`src/rtl/mac_accelerator.sv`:
```
// Pipelined multiply / multiply-accumulate unit with a valid/ready handshake on both sides.
// Products pass through PIPE register stages and then one accumulate/output stage; a stall freezes all of it.
module mac_accelerator #(
    parameter int unsigned WIDTH     = 32,
    parameter int unsigned PIPE      = 2,
    parameter bit          SIGNED    = 1'b0,
    parameter bit          SAT       = 1'b0,
    parameter int unsigned ACC_WIDTH = 2 * WIDTH + 8
) (
    input  logic             clk,
    input  logic             reset,
    input  logic             in_valid,
    output logic             in_ready,
    input  logic [WIDTH-1:0] in_a,
    input  logic [WIDTH-1:0] in_b,
    input  logic [1:0]       in_mode,
    output logic             out_valid,
    input  logic             out_ready,
    output logic [WIDTH-1:0] out_data,
    output logic             out_overflow,
    output logic             busy
);

    typedef enum logic [1:0] {
        OP_MUL   = 2'b00,
        OP_MAC   = 2'b01,
        OP_LAST  = 2'b10,
        OP_CLEAR = 2'b11
    } op_e;

    localparam int unsigned PW = 2 * WIDTH;

    logic                 stall;
    logic                 accept;
    logic [PW-1:0]        a_ext;
    logic [PW-1:0]        b_ext;
    logic [PW-1:0]        prod;

    logic [PIPE-1:0]      vld_q;
    op_e                  op_q  [PIPE];
    logic [PW-1:0]        prd_q [PIPE];

    logic                 tail_v;
    op_e                  tail_op;
    logic                 emit;
    logic [ACC_WIDTH-1:0] prod_ext;
    logic [ACC_WIDTH-1:0] acc_sum;
    logic [ACC_WIDTH-1:0] result;
    logic                 res_ovf;
    logic [WIDTH-1:0]     sat_val;
    logic [WIDTH-1:0]     res_data;

    logic [ACC_WIDTH-1:0] acc_q, acc_d;
    logic                 out_valid_q, out_valid_d;
    logic                 out_ovf_q, out_ovf_d;
    logic [WIDTH-1:0]     out_data_q, out_data_d;

    assign stall    = out_valid_q && !out_ready;
    assign in_ready = !reset && !stall;
    assign accept   = in_valid && in_ready;

    // Extending both operands to 2*WIDTH first makes a same-width multiply exact for either signedness.
    always_comb begin
        if (SIGNED) begin
            a_ext = PW'($signed(in_a));
            b_ext = PW'($signed(in_b));
        end else begin
            a_ext = PW'(in_a);
            b_ext = PW'(in_b);
        end
        prod = a_ext * b_ext;
    end

    always_ff @(posedge clk or posedge reset) begin
        if (reset) begin
            vld_q <= '0;
            for (int unsigned i = 0; i < PIPE; i++) begin
                op_q[i]  <= OP_MUL;
                prd_q[i] <= '0;
            end
        end else if (!stall) begin
            vld_q[0] <= accept;
            op_q[0]  <= op_e'(in_mode);
            prd_q[0] <= prod;
            for (int unsigned i = 1; i < PIPE; i++) begin
                vld_q[i] <= vld_q[i-1];
                op_q[i]  <= op_q[i-1];
                prd_q[i] <= prd_q[i-1];
            end
        end
    end

    always_comb begin
        tail_v  = vld_q[PIPE-1];
        tail_op = op_q[PIPE-1];
        emit    = tail_v && (tail_op == OP_MUL || tail_op == OP_LAST);
        if (SIGNED) begin
            prod_ext = ACC_WIDTH'($signed(prd_q[PIPE-1]));
        end else begin
            prod_ext = ACC_WIDTH'(prd_q[PIPE-1]);
        end
        acc_sum = acc_q + prod_ext;
        result  = (tail_op == OP_LAST) ? acc_sum : prod_ext;
        // Signed results fit only when every bit from WIDTH-1 upward equals the sign bit.
        if (SIGNED) begin
            res_ovf = !((&result[ACC_WIDTH-1:WIDTH-1]) || !(|result[ACC_WIDTH-1:WIDTH-1]));
            sat_val = result[ACC_WIDTH-1] ? {1'b1, {(WIDTH-1){1'b0}}} : {1'b0, {(WIDTH-1){1'b1}}};
        end else begin
            res_ovf = |result[ACC_WIDTH-1:WIDTH];
            sat_val = '1;
        end
        res_data = (SAT && res_ovf) ? sat_val : result[WIDTH-1:0];
    end

    always_comb begin
        acc_d       = acc_q;
        out_valid_d = out_valid_q;
        out_data_d  = out_data_q;
        out_ovf_d   = out_ovf_q;
        if (!stall) begin
            out_valid_d = emit;
            if (emit) begin
                out_data_d = res_data;
                out_ovf_d  = res_ovf;
            end
            if (tail_v) begin
                case (tail_op)
                    OP_MUL:   acc_d = acc_q;
                    OP_MAC:   acc_d = acc_sum;
                    OP_LAST:  acc_d = '0;
                    OP_CLEAR: acc_d = '0;
                endcase
            end
        end
    end

    always_ff @(posedge clk or posedge reset) begin
        if (reset) begin
            acc_q       <= '0;
            out_valid_q <= 1'b0;
            out_data_q  <= '0;
            out_ovf_q   <= 1'b0;
        end else begin
            acc_q       <= acc_d;
            out_valid_q <= out_valid_d;
            out_data_q  <= out_data_d;
            out_ovf_q   <= out_ovf_d;
        end
    end

    assign out_valid    = out_valid_q;
    assign out_data     = out_data_q;
    assign out_overflow = out_ovf_q;
    assign busy         = (|vld_q) || (|acc_q) || out_valid_q;

endmodule

```
`config.mk`:
```
export PLATFORM = sky130hd
export DESIGN_NAME = mac_accelerator
export DESIGN_NICKNAME = d
export VERILOG_FILES = /design/src/rtl/mac_accelerator.sv
export SDC_FILE = /design/constraint.sdc
export NUM_CORES = 2
export LEC_CHECK = 0
export BUFFER_PORTS_ARGS = -buffer_cell sky130_fd_sc_hd__buf_2
export CORE_MARGIN = 4
export CORE_UTILIZATION = 25
export CTS_CLUSTER_DIAMETER = 100
export DETAILED_ROUTE_END_ITERATION = 10
export PLACE_DENSITY = 0.42
export SLEW_MARGIN = 20
export SYNTH_ARGS = -nofsm -noshare
export SYNTH_HDL_FRONTEND = slang
export SYNTH_SLANG_ARGS = --single-unit
```
`constraint.sdc`:
```
create_clock -name clk -period 20.4 [get_ports clk]
set_input_delay 6.12 -clock clk [delete_from_list [all_inputs] [get_ports clk]]
set_output_delay 6.12 -clock clk [all_outputs]
set_load 0.02 [all_outputs]
```
**Yosys cells after proc, flatten, opt, wreduce, memory -nomap -nowiden**

Index checks and enable logic that the tools add are counted.

- Add/sub/neg operators: 1
- $mul: 1
- Equality and inequality tests: 3
- Muxes and demuxes: 2
- Bitwise logic cells: 2
- Reduce and logical (&&, ||, !) cells: 17

Operator list:

| cell | number |
|---|---|
| $pmux W72 S2 | 1 |
| $add A72 B64 Y72 | 1 |
| $mux W72 | 1 |
| $reduce_or A72 Y1 | 1 |
| $mul A32 B32 Y64 | 1 |
| $reduce_or A40 Y1 | 1 |
| $eq A2 B2 Y1 const B | 2 |
| $logic_and A1 B1 Y1 | 4 |
| $reduce_or A2 Y1 | 2 |
| $logic_not A1 Y1 | 3 |
| $logic_or A1 B1 Y1 | 3 |
| $reduce_and A3 Y1 | 1 |
| $eq A2 B1 Y1 const B | 1 |
| $logic_not A2 Y1 | 1 |
| $not A1 Y1 | 2 |
| $reduce_and A2 Y1 | 1 |

- Bits in registers: 240
- Output and inout port bits: 36
- Logic and storage cells: 35

**Depth between registers and ports, before layout**

- Depth in word-level cells: 5
- Depth in mapped cells: 29
- Depth with buffers taken out: 28

**Worst setup path before layout**

No wires, ideal clock.

- Path kind: input to output
- From: input out_ready
- To: output in_ready
- Data arrival time: 7.166 ns
- Data required time: 14.280 ns
- Setup slack: 7.114 ns
- Cell stages on the path: 5
- Buffers on the path: 3
- Cells stage by stage: nor2b_1 clkbuf_1 clkbuf_1 clkbuf_1 nor2_1

- Cells in the longest elaborated chain, start to end: 4

RTL lines:

| what | line | text |
|---|---|---|
| start, declared | 18 | `input logic out_ready,` |
| $logic_not A1 Y1 | 58 | `assign stall = out_valid_q && !out_ready;` |
| $logic_and A1 B1 Y1 | 58 |  |
| $logic_not A1 Y1 | -- |  |
| $logic_and A1 B1 Y1 | 59 | `assign in_ready = !reset && !stall;` |
| end, declared | 13 | `output logic in_ready,` |

No other way between the ends.

**Worst setup path after layout**

- From: input in_a[28]
- To: register prd_q[127] in the netlist's numbering

- Cells in the longest elaborated chain, start to end: 1

RTL lines:

| what | line | text |
|---|---|---|
| start, declared | 14 | `input logic [WIDTH-1:0] in_a,` |
| $mul A32 B32 Y64 | 71 | `prod = a_ext * b_ext;` |
| end signal, assigned by index | 88 | `prd_q[i] <= prd_q[i-1];` |
| end, declared | 41 | `logic [PW-1:0] prd_q [PIPE];` |

No other way between the ends.
A chain may end at the register's enable or synchronous reset.

==> flow_summary.ini <==
[finish]
drive_gt1_share_pct = 3.78
final_nets = 6462
area_delta_synth_final_pct = 7.47
final_util_pct = 27.1

[floorplanning]
die-area_um2 = 195000
die_h_um = 442
start_util_pct = 25.2
core_area_um2 = 186000
std_cell_rows = 158
io_pins = 106
die_width_um = 442

[critical_path]
crit_fanout = 33
worst_r2r_endpoint = out_overflow
crit_buf_inv = 4
critPathKind = primary input to flop
startpoint = in_a[28]
crit_path_frequent_cell = fa_1
cp_num_cells = 22
arrival_ns = 14.59
reg2reg_slack_ns = 15.74
slowest_delay_ns = 0.79
r2r_start = acc_q[0]
path_cells = buf_2 -> nand2_1 -> fa_1 -> fa_1 -> fa_1 -> fa_1 -> inv_1 -> fa_1 -> fa_1 -> fa_1 -> inv_1 -> fa_1 -> inv_1 -> ha_1 -> nand4_1 -> or4_1 -> a211oi_1 -> nor3_1 -> o2111ai_1 -> a31oi_1 -> xnor2_1 -> a21oi_1
critical_path.endpoint_type = flop
cp_top_family = adder cells
crit_slowest_cell = buf_2
worstPathRequired_ns = 20.81
r2r_cells = 13
crit_end = prd_q[127]
worstSetupStartpointType = primary input

[yosys]
yosysMostFrequentCell = fa_1
syn_nets = 6617
yosys-top-cells-count = fa_1, nand2_1, inv_1, and2_1, ha_1
async_reset_ff_share_pct = 100
synth_seq_cells = 240
synth_cell_type_count = 73
synth_seq_area_share_pct = 12.8
yosys.area.top_type = fa_1
ys_warn_count = 0
synthTopCellsByArea = fa_1, dfrtp_1, ha_1, and2_1, nand2_1
synth.area.mux_share_pct = 0.0639
syn-cell-area_um2 = 47000
synthFlopType = dfrtp_1
synth-edff-count = 0
synth_top_area_share_pct = 38.2
synth_top_family_by_area = adder cells
synth_simple_gate_area_share_pct = 19.6
synth_xor_xnor_area_share_pct = 2.01
syn_inst = 5323
synth_compound_area_share_pct = 9.02
synthAdderAreaFrac_pct = 46.9
syn_avg_cell_area_um2 = 8.83

[clock_tree]
cts.repair.resized = 0
clock_path_buffers = 3
cts.clk_slew.worst_paths_ns = 0.06
cts-root-buf = clkbuf_16
clk_latency_ns = 0.57
postCtsSetupBuffers = 0
cts_tree = done
cts_hold_buf = 0
cts_sinks = 240
cts_buffers = 26
htree_num_levels = 1

[routing]
drc = 0
drt-initial-drc-count = 2009
firstDrtPassIters = 5
vias_per_cell = 4.64
avgRoutedWirePerCell_um = 20.9
vias = 35600
postRouteAntennaNets = 0
drt_wl_total_mm = 160

[timing]
fin_hold_ws_ns = 0.470
fin_tns_setup_ns = 0
setup_slack_ns = 6.22
period_minus_slack_ns = 14.18
fmax_mhz = 70.5
worstMarginPinSlew_ns = 1.11
maxSlewViolCount = 0
finalHoldViolations = 0
slew_headroom_pct = 25.6
setup_viol_count_final = 0
fin_crit_sh_pct = 69.5
fin_skew_ns = 0.0141
grt_setup_unrepaired = false

[grt]
grt_pass1_wl_mm = 246
grt-ovfl-total = 0
grt_pass1_vias = 38600
grt_max_degree = 123
grt_usage_pct = 16.4
antenna_found_initial = 6

[status]
status = completed

[flow_run]
cap_violations = 0

[placed_design]
place.detailed.hpwl_mm = 120
io_buffers = 105
dp_slack_ns = 5.73
gp_congestion = 0.856

[worst_hold_path]
holdCritPathClass = flop to flop
[state kept, by name, summed over array words and instances, names as in the netlist]
register / cells
prd_q: 128
acc_q: 72
out_data: 32
op_q: 2
tail_op: 2
vld_q: 2
out_overflow: 1
out_valid: 1
[logic make-up (layout without fill, tap and decap cells)]
kind of cell / after synthesis / count (layout)
AND/OR/NAND/NOR: 1894 / 1894
adder cells (fa/ha/maj): 1224 / 1224
buffers and inverters: 1193 / 1055
AO/OA/AOI/OAI: 661 / 661
flip-flops: 240 / 240
XOR/XNOR: 108 / 108
multiplexers: 3 / 3
other: 0 / 1
[cells in the final DEF (no fill, tap or decap), types with 66 or more instances in the layout]
| cell type | n |
|---|---|
| xnor2_1 | 66 |
| fa_1 | 897 |
| and2_1 | 605 |
| nor2_1 | 147 |
| ha_1 | 327 |
| dfrtp_1 | 240 |
| o21ai_0 | 141 |
| buf_2 | 105 |
| inv_1 | 880 |
| nand2_1 | 885 |
| a21oi_1 | 201 |
[per-layer routing]
metal	share of wire, %	global-route usage (%)	vias up
met5	0	0	-
met4	2.4	3.60	0
met3	4.0	1.58	153
met2	45	26.3	788
met1	49	24.1	18500
li1	-	-	16100
[worst reg2reg max path, cell delays in order (launching register included)]
cell and delay (ns):
dfrtp_1 0.46, ha_1 0.26, fa_1 0.42, a21o_1 0.21, a221oi_2 0.45, nor4b_1 0.21
o211ai_1 0.49, a21o_1 0.25, a21oi_1 0.10, xor2_1 0.19, or4_1 0.42, or4b_1 0.50
o31ai_1 0.45, a31oi_1 0.15
[area by class of cell]
| type | instances | area, um^2 |
|---|---|---|
| clock inverters | 11 | 97.6 |
| fillers | 20300 | 136000 |
| flip-flops and latches | 240 | 6010 |
| multi-input cells | 3890 | 36500 |
| well taps | 2480 | 3100 |
| diodes | 1 | 2.50 |
| clock buffers | 34 | 731 |
| inverters | 881 | 3310 |
| repair buffers | 129 | 718 |
[how the worst min path moves through the flow]
stage                     depth (start not counted)  slack (ns)       start         to
after global placement                            2        0.45  prd_q[111]  prd_q[47]
final                                             2        0.47  prd_q[110]  prd_q[46]
after global routing                              2        0.48   prd_q[77]  prd_q[13]
after CTS                                         2        0.47  prd_q[115]  prd_q[51]
after detailed placement                          2        0.46  prd_q[115]  prd_q[51]
after floorplan                                   2        0.44     op_q[2]    op_q[2]
[metrics by stage]
| stage | area [um^2] | instances |
|---|---|---|
| after floorplan | 47000 | 5323 |
| after global placement | 49700 | 7620 |
| after detailed placement | 49700 | 7620 |
| after CTS | 50500 | 7665 |
| after global routing | 50500 | 7665 |
| final | 50500 | 7666 |
Power is left out: the tool's default activity adds up to more than one toggle a clock period on the data nets, which glitch-free logic cannot reach.
